--- src/rtl/fp_pkg.sv ---
// Shared types and defaults for the FP normalizer.
// Holds default widths, the state enum and the packed float layout.
package fp_pkg;

  localparam int MANT_W_D = 24;
  localparam int EXP_W_D  = 8;

  localparam logic [EXP_W_D-1:0] EXP_ONES = '1;

  typedef enum logic [1:0] {
    IDLE = 2'd0,
    NORM = 2'd1,
    DONE = 2'd2
  } state_t;

  typedef struct packed {
    logic                  sign;
    logic [EXP_W_D-1:0]    exp;
    logic [MANT_W_D-2:0]   frac;
  } fp_word_t;

endpackage

--- src/rtl/fp_normalizer_if.sv ---
// Handshake and data bundle between the ALU, normalizer and consumer.
// The slave side is the normalizer; the master side is the environment.
interface fp_normalizer_if
  import fp_pkg::*;
#(
  parameter int MANT_W = MANT_W_D,
  parameter int EXP_W  = EXP_W_D
) ();

  logic                    in_valid;
  logic                    in_ready;
  logic [MANT_W-1:0]       aligned_result;
  logic                    carry_out;
  logic                    aligned_sign;
  logic [EXP_W-1:0]        exponent_in;
  logic                    out_valid;
  logic                    out_ready;
  logic [EXP_W+MANT_W-1:0] result;
  logic                    overflow;
  logic [4:0]              shift_count;

  modport slave (
    input  in_valid, aligned_result, carry_out,
    input  aligned_sign, exponent_in, out_ready,
    output in_ready, out_valid, result,
    output overflow, shift_count
  );

  modport master (
    output in_valid, aligned_result, carry_out,
    output aligned_sign, exponent_in, out_ready,
    input  in_ready, out_valid, result,
    input  overflow, shift_count
  );

endinterface

--- src/rtl/fp_pack.sv ---
// Combinational packer: exponent select and IEEE field concatenation.
// A clear hidden bit always packs as exponent 0 (denormal or zero).
module fp_pack
  import fp_pkg::*;
#(
  parameter int MANT_W = MANT_W_D,
  parameter int EXP_W  = EXP_W_D
) (
  input  logic                    sign,
  input  logic [EXP_W-1:0]        exp,
  input  logic [MANT_W-1:0]       mant,
  input  logic                    ovf,
  output logic [EXP_W+MANT_W-1:0] word
);

  logic [EXP_W-1:0] exp_sel;

  always_comb begin
    exp_sel = '0;
    if (mant[MANT_W-1]) begin
      exp_sel = (exp == '0) ? EXP_W'(1) : exp;
    end
  end

  always_comb begin
    word = '0;
    if (ovf) begin
      word = {sign, {EXP_W{1'b1}}, {(MANT_W-1){1'b0}}};
    end else begin
      word = {sign, exp_sel, mant[MANT_W-2:0]};
    end
  end

endmodule

--- src/rtl/fp_normalizer.sv ---
// Post-ALU normalizer: carry fix-up, left-shift normalize, pack.
// One result in flight; a new operand is taken only in IDLE.
module fp_normalizer
  import fp_pkg::*;
#(
  parameter int MANT_W = MANT_W_D,
  parameter int EXP_W  = EXP_W_D
) (
  input logic             clk,
  input logic             rst_n,
  fp_normalizer_if.slave  bus
);

  localparam logic [EXP_W-1:0] ONES = '1;

  state_t            state;
  logic [MANT_W-1:0] mant;
  logic [EXP_W-1:0]  exp_q;
  logic              sign_q;
  logic              ovf_q;
  logic [4:0]        sc_q;

  assign bus.in_ready    = (state == IDLE);
  assign bus.out_valid   = (state == DONE);
  assign bus.overflow    = ovf_q;
  assign bus.shift_count = sc_q;

  always_ff @(posedge clk or negedge rst_n) begin
    if (!rst_n) begin
      state  <= IDLE;
      mant   <= '0;
      exp_q  <= '0;
      sign_q <= 1'b0;
      ovf_q  <= 1'b0;
      sc_q   <= '0;
    end else begin
      unique case (state)
        IDLE: begin
          if (bus.in_valid) begin
            sc_q   <= '0;
            ovf_q  <= 1'b0;
            sign_q <= bus.aligned_sign;
            mant   <= bus.aligned_result;
            exp_q  <= bus.exponent_in;
            state  <= NORM;
            if (bus.carry_out) begin
              mant  <= {1'b1,
                        bus.aligned_result[MANT_W-1:1]};
              exp_q <= bus.exponent_in + 1'b1;
              ovf_q <= (bus.exponent_in >= ONES - 1'b1);
              state <= DONE;
            end else if (bus.aligned_result == '0) begin
              exp_q  <= '0;
              sign_q <= 1'b0;
              state  <= DONE;
            end else if (bus.exponent_in == '0) begin
              state <= DONE;
            end
          end
        end
        NORM: begin
          // exp==1 with no hidden bit stops as a denormal
          if (mant[MANT_W-1] || exp_q == EXP_W'(1)) begin
            state <= DONE;
          end else begin
            mant  <= mant << 1;
            exp_q <= exp_q - 1'b1;
            sc_q  <= sc_q + 5'd1;
          end
        end
        DONE: begin
          if (bus.out_ready) state <= IDLE;
        end
        default: state <= IDLE;
      endcase
    end
  end

  fp_pack #(
    .MANT_W (MANT_W),
    .EXP_W  (EXP_W)
  ) u_pack (
    .sign (sign_q),
    .exp  (exp_q),
    .mant (mant),
    .ovf  (ovf_q),
    .word (bus.result)
  );

endmodule

--- src/flat_wrapper.sv ---
// flat-port wrapper written by rule: the top's interface ports become plain ports
module fp_normalizer_flat import fp_pkg::*;
#(
  parameter int MANT_W = MANT_W_D,
  parameter int EXP_W  = EXP_W_D
)
  (clk, rst_n, bus_in_valid, bus_aligned_result, bus_carry_out, bus_aligned_sign, bus_exponent_in, bus_out_ready, bus_in_ready, bus_out_valid, bus_result, bus_overflow, bus_shift_count);
  fp_normalizer_if #(.MANT_W(MANT_W), .EXP_W(EXP_W)) bus_i ();
  input logic clk;
  input logic rst_n;
  input wire logic [$bits(bus_i.in_valid)-1:0] bus_in_valid;
  input wire logic [$bits(bus_i.aligned_result)-1:0] bus_aligned_result;
  input wire logic [$bits(bus_i.carry_out)-1:0] bus_carry_out;
  input wire logic [$bits(bus_i.aligned_sign)-1:0] bus_aligned_sign;
  input wire logic [$bits(bus_i.exponent_in)-1:0] bus_exponent_in;
  input wire logic [$bits(bus_i.out_ready)-1:0] bus_out_ready;
  output wire logic [$bits(bus_i.in_ready)-1:0] bus_in_ready;
  output wire logic [$bits(bus_i.out_valid)-1:0] bus_out_valid;
  output wire logic [$bits(bus_i.result)-1:0] bus_result;
  output wire logic [$bits(bus_i.overflow)-1:0] bus_overflow;
  output wire logic [$bits(bus_i.shift_count)-1:0] bus_shift_count;
  assign bus_i.in_valid = bus_in_valid;
  assign bus_i.aligned_result = bus_aligned_result;
  assign bus_i.carry_out = bus_carry_out;
  assign bus_i.aligned_sign = bus_aligned_sign;
  assign bus_i.exponent_in = bus_exponent_in;
  assign bus_i.out_ready = bus_out_ready;
  assign bus_in_ready = bus_i.in_ready;
  assign bus_out_valid = bus_i.out_valid;
  assign bus_result = bus_i.result;
  assign bus_overflow = bus_i.overflow;
  assign bus_shift_count = bus_i.shift_count;
  fp_normalizer #(.MANT_W(MANT_W), .EXP_W(EXP_W)) u_core (.clk(clk), .rst_n(rst_n), .bus(bus_i));
endmodule
--- config.mk ---
export PLATFORM = sky130hd
export DESIGN_NAME = fp_normalizer_flat
export DESIGN_NICKNAME = d
export VERILOG_FILES = /design/src/rtl/fp_pkg.sv /design/src/rtl/fp_normalizer_if.sv /design/src/rtl/fp_pack.sv /design/src/rtl/fp_normalizer.sv /design/src/flat_wrapper.sv
export SDC_FILE = /design/constraint.sdc
export NUM_CORES = 1
export LEC_CHECK = 0
export ABC_AREA = 1
export BUFFER_PORTS_ARGS = -buffer_cell sky130_fd_sc_hd__buf_2
export CORE_MARGIN = 10
export CORE_UTILIZATION = 47
export CTS_CLUSTER_SIZE = 12
export DETAILED_ROUTE_END_ITERATION = 7
export GPL_TIMING_DRIVEN = 1
export PLACE_DENSITY_LB_ADDON = 0.08
export SYNTH_ARGS = -nofsm -noshare
export SYNTH_HDL_FRONTEND = slang
export SYNTH_SLANG_ARGS = --single-unit
--- constraint.sdc ---
create_clock -name clk -period 1.6 [get_ports clk]
set_input_delay 0.08 -clock clk [delete_from_list [all_inputs] [get_ports clk]]
set_output_delay 0.08 -clock clk [all_outputs]
set_load 0.005 [all_outputs]
After elaboration in Yosys (flattened, before gate mapping)
Cells that the tools add are included.
{"block": "totals", "word_cells": 51, "in_bits": 38, "regBits": 41}
{"block": "op_classes", "reduce_logical": 9, "eq_ne": 7, "muxes": 25, "magnitude_cmp": 1, "add_sub_neg": 3}
{"op": "24-bit 2-to-1 mux", "count": 3}
{"op": "8-bit 2-to-1 mux", "count": 6}
{"op": "24-bit case mux with 2 select lines", "count": 1}
{"op": "31-bit 2-to-1 mux", "count": 1}
{"op": "24-bit logical NOT", "count": 1}
{"op": "8-bit logical NOT", "count": 2}
{"op": "8-bit case mux with 2 select lines", "count": 1}
{"op": "2-bit 2-to-1 mux", "count": 6}
{"op": "5-bit 2-to-1 mux", "count": 2}
{"op": "5-bit case mux with 2 select lines", "count": 1}
{"op": "8-bit by 1-bit adder with 8-bit output (second input constant)", "count": 1}
{"op": "8-bit by 1-bit equality test with 1-bit output (second input constant)", "count": 1}
{"op": "8-bit greater-or-equal comparator (second input constant)", "count": 1}
{"op": "8-bit by 1-bit subtractor with 8-bit output (second input constant)", "count": 1}
{"op": "2-bit != test (second input constant)", "count": 3}
{"op": "2-bit case mux with 3 select lines", "count": 1}
{"op": "3-bit AND reduction", "count": 2}
{"op": "5-bit by 1-bit adder with 5-bit output (second input constant)", "count": 1}
{"op": "1-bit 2-to-1 mux", "count": 3}
{"op": "2-bit by 1-bit equality test with 1-bit output (second input constant)", "count": 1}
{"op": "2-bit equality test (second input constant)", "count": 1}
{"op": "2-bit logical NOT", "count": 1}
{"op": "2-bit by 1-bit != test with 1-bit output (second input constant)", "count": 1}
{"op": "2-bit AND reduction", "count": 1}
{"op": "other kinds (2)", "count": 2}

Depth between registers and ports, before layout
{"block": "logic_depth", "depth_word": 6, "ltp_mapped": 12, "mapped_depth_nobuf": 11}

Modules after synthesis
From an unflattened synthesis, not the netlist that was laid out.
{"block": "hier_totals", "hier_cells": 473, "hier_area_um2": 3014.1}
{"module": "fp_normalizer", "area_each_um2": 2711.4, "n_inst": 1, "cells_each": 398, "seq_area_each_um2": 1026.0}
{"module": "fp_pack", "area_each_um2": 302.8, "n_inst": 1, "cells_each": 75, "seq_area_each_um2": 0.0}

Worst setup path before layout
OpenSTA, ideal clock, no wires.
{"block": "synth_timing", "kind": "register to register", "startpoint": "reg u_core.exp_q[1]", "endpoint": "reg u_core.exp_q[5]", "t_arrival_ns": 1.290, "path_buffers": 1, "slack_ns": 0.194, "path_stages_with_launch": 13, "setup_time_ns": 0.116, "period_less_slack_ns": 1.406, "cell_sequence": "dfrtp_1 -> inv_1 -> ha_1 -> inv_1 -> nor2_1 -> nand4_1 -> nand2_2 -> nand2_4 -> buf_6 -> nand2_1 -> inv_1 -> nand2_1 -> nand2_1"}
{"block": "synth_via", "elab_chain_cells": 4, "word_cells_on_any_way": 7, "classes_between": "add/sub: 1; eq/ne: 2; mux: 2; reduce/logical: 2"}
{"item": "start: declaration", "line": "fp_normalizer.sv:18", "source": "logic [EXP_W-1:0] exp_q;"}
{"item": "start signal: assignment", "line": "fp_normalizer.sv:44", "source": "exp_q <= bus.exponent_in;"}
{"item": "start signal: assignment", "line": "fp_normalizer.sv:49", "source": "exp_q <= bus.exponent_in + 1'b1;"}
{"item": "start signal: assignment", "line": "fp_normalizer.sv:67", "source": "exp_q <= exp_q - 1'b1;"}
{"item": "branches (longest 4 deep; another with 8-bit by 1-bit subtractor with 8-bit output)"}
Several ways; the timed one is not identified. The select of a mux whose other input is x is not followed.
A chain may end at the register's enable or synchronous reset.

Worst setup path in the final report
{"block": "layout_timing", "startpoint": "reg u_core.exp_q[1]", "endpoint": "reg u_core.mant[21]"}
{"block": "layout_via", "elab_chain_cells": 4}
{"item": "8-bit by 1-bit equality test with 1-bit output", "line": "fp_normalizer.sv:63", "source": "if (mant[MANT_W-1] || exp_q == EXP_W'(1)) begin"}
{"item": "1-bit logical OR", "line": "fp_normalizer.sv:63"}
{"item": "2-bit != test (no line)"}
{"item": "3-bit AND reduction (no line)"}
{"item": "end signal: assignment", "line": "fp_normalizer.sv:43", "source": "mant <= bus.aligned_result;"}
{"item": "end signal: assignment", "line": "fp_normalizer.sv:47", "source": "mant <= {1'b1,"}
{"item": "end signal: assignment", "line": "fp_normalizer.sv:66", "source": "mant <= mant << 1;"}
{"item": "end: declaration", "line": "fp_normalizer.sv:17", "source": "logic [MANT_W-1:0] mant;"}
Every way passes these cells.

==> impl_metrics.tcl <==
set metrics [dict create \
    r2r_end "u_core.mant[21]" \
    io_buffers 77 \
    reg2reg_depth 10 \
    rsz0062_at_grt "true" \
    nNetsFinal 560 \
    postLayoutCoreUtil_pct 60.6 \
    finalClockSkew_ns 0.0121 \
    num_vias 3059 \
    grt_use_total_pct 16.7 \
    globalplace.congestion 0.903 \
    ys_ff_latch 41 \
    layout-drive-gt1-share_pct 23.6 \
    antenna_found_initial 0 \
    power_density_nw_per_um2 1540 \
    core_um2 6030 \
    hold_start "bus_aligned_sign" \
    place_area_um2 3450 \
    drc 0 \
    synthFlopType "dfrtp_1" \
    cts_tree "yes" \
    status "completed" \
    ir_drop_mv 1.22 \
    holdWs_ns 0.0368 \
    syn-cell-area_um2 2950 \
    whs_path_depth 3 \
    maxSlewViolCount 0 \
    cts_buffer_depth 2 \
    final_cell_area_um2 3650 \
    yosysUniqueCellTypes 30 \
    die_h_um 99.3 \
    grt_max_degree 48 \
    clock_latency_ns 0.30 \
    crit_type "register to register" \
    setup_violations 0 \
    fp.dieArea_um2 9850 \
    area_growth_pct 23.6 \
    avgSynthCellArea_um2 6.79 \
    wl_um 8400 \
    fin_crit_sh_pct 99.5 \
    worst_pin_slew_ns 0.409 \
    cts_buffers 5 \
    antenna_cells 0 \
    start_util_pct 49.0 \
    fmax_mhz 628 \
    cts_max_level 2 \
    dieWidth_um 99.3 \
    reg2reg_from "u_core.exp_q[1]" \
    grt_pass1_wl_um 14200 \
    critPathMaxFanout 16 \
    end_kind "register" \
    num_rows 28 \
    start_kind "register" \
    worstHoldPathType "primary input to register" \
    yosysWarningCount 0 \
    io_pins 78 \
    syn_inst 435 \
    dpl.cell_count 578 \
    hold_path_end "u_core.sign_q" \
    cts_root_buf "clkbuf_8" \
    path_clk_slew_ns 0.09 \
    wl_per_cell_um 14.2 \
    async_reset_ff_share_pct 100 \
    synth_nets 479 \
    fin_cells 592 \
    min_period_ns 1.59 \
    viasPerCell 5.17 \
    slew_headroom_pct 72.7 \
    drt-pass1-iter-count 4 \
    synth_edf_count 0 \
    p_leak_uw 0.00194 \
    totalNegativeSetupSlack_ns 0 \
    r2r_setup_slack_ns 0.007 \
    cts_sinks 41 \
    max_cap_viol_count 0 \
    dp_hpwl_um 6350 \
    crit_required_ns 1.77 \
    finalHoldViolCount 0 \
    drtIter0Drc 181 \
    cp_data_arrival_time_ns 1.77 \
    antenna_left 0 \
    grt_remaining_overflow 0 \
    grt_pass1_vias 2967 \
    ys_seq_area_share_pct 34.7 \
]
-- cell families (layout without fill, tap and decap cells) --
group                      Yosys count  in the layout  synth area share, %
DFF                                 41             41                 34.7
AOI/OAI and AO/OA                   99             99                 21.0
buffers and inverters               88            170                 13.0
and+or+nand+nor                    195            195                 26.9
adders and majority gates            6              6                 2.54
xor gates and xnor gates             6              6                 1.78
-- state kept, by name (all words and copies together), names as in the netlist --
name                    count
u_core.bus.overflow         1
u_core.mant                24
u_core.bus.shift_count      5
u_core.state                2
u_core.exp_q                8
u_core.sign_q               1
-- timing repair --
action | in CTS | in global routing
resized for setup | 2 | 34
buffers inserted | 1 | 4
setup endpoints to repair | 2 | 37
pin swaps | 1 | 3
endpoints found under the hold margin | 41 | 0
hold buffers | 1 | 0
-- metrics by stage --
step / setup WS, ns / total power, uW
5_1_grt: -0.0821 / 6140
3_3_place_gp: 0.0634 / 4590
6_report: 0.00742 / 5600
2_1_floorplan: 0.194 / 3600
4_1_cts: 0.00988 / 5410
3_5_place_dp: 0.0387 / 4650
-- Yosys cell counts (2+ instances only) --
master,count,share of area [%]
nor2_1,68,8.6
buf_2,6,1.0
ha_1,6,2.5
xnor2_1,2,0.59
o211ai_1,44,11
o21ai_1,5,0.85
nand2_1,92,12
clkbuf_1,7,0.89
o21ai_0,37,6.3
buf_4,6,1.5
xor2_1,4,1.2
a21oi_1,9,1.5
nand2_2,2,0.42
inv_1,63,8.0
nand3_1,25,4.2
nor3_1,2,0.34
nand4_1,2,0.42
dfrtp_1,41,35
buf_6,3,1.1
-- cell usage in the layout, fill, tap and decap left out, drive strengths merged --
| cell type | instances |
|---|---|
| o41ai | 1 |
| and2 | 1 |
| clkbuf | 5 |
| o32ai | 1 |
| dfrtp | 41 |
| nor3 | 2 |
| inv | 64 |
| a21oi | 10 |
| buf | 96 |
| dlygate4sd3 | 1 |
| ha | 6 |
| xor2 | 4 |
| nand2 | 95 |
| clkinv | 1 |
| clkinvlp | 3 |
| o31ai | 1 |
| o211ai | 44 |
| nand3 | 25 |
| nand4 | 2 |
| o21ai | 42 |
| xnor2 | 2 |
| nor2 | 70 |
-- where the power goes --
part | switching [uW] | internal, uW
clock | 399 | 306
sequential | 354 | 1490
combinational | 1760 | 1300
total | 2510 | 3090
-- final cells by class --
type / count / area, um^2
flip-flops and latches: 41 / 1030
inverters: 65 / 244
well taps: 75 / 93.8
multi-input cells: 306 / 1590
repair buffers: 97 / 603
clock buffers: 5 / 68.8
fillers: 592 / 2380
clock inverters: 3 / 22.5
-- layer usage --
layer	global-route usage (%)	part of all wire, %
met2	26.1	45
met3	4.15	6.6
met4	3.86	1.2
met1	22.6	48
met5	0	0
-- worst max-delay path by stage --
stage / start / endpoint / slack, ns / depth (start not counted)
after floorplan: u_core.exp_q[1] / u_core.exp_q[5] / 0.19 / 12
after global placement: u_core.exp_q[1] / u_core.mant[17] / 0.06 / 10
after detailed placement: u_core.exp_q[1] / u_core.mant[18] / 0.04 / 10
after CTS: u_core.exp_q[1] / bus_result[23] / 0.01 / 8
after global routing: u_core.exp_q[1] / u_core.exp_q[3] / -0.08 / 11
final: u_core.exp_q[1] / u_core.mant[21] / 0.007 / 10
-- critical path, cell delays in order, from the launching register on --
cell and delay [ns]:
dfrtp_1 0.40, inv_2 0.07, ha_1 0.13, inv_1 0.04
nor2_1 0.08, nand4_1 0.14, nand2_2 0.14, nand2_4 0.10
buf_6 0.17, o211ai_1 0.08, o21ai_0 0.11
No activity file was read; power rests on OpenSTA's default activity.
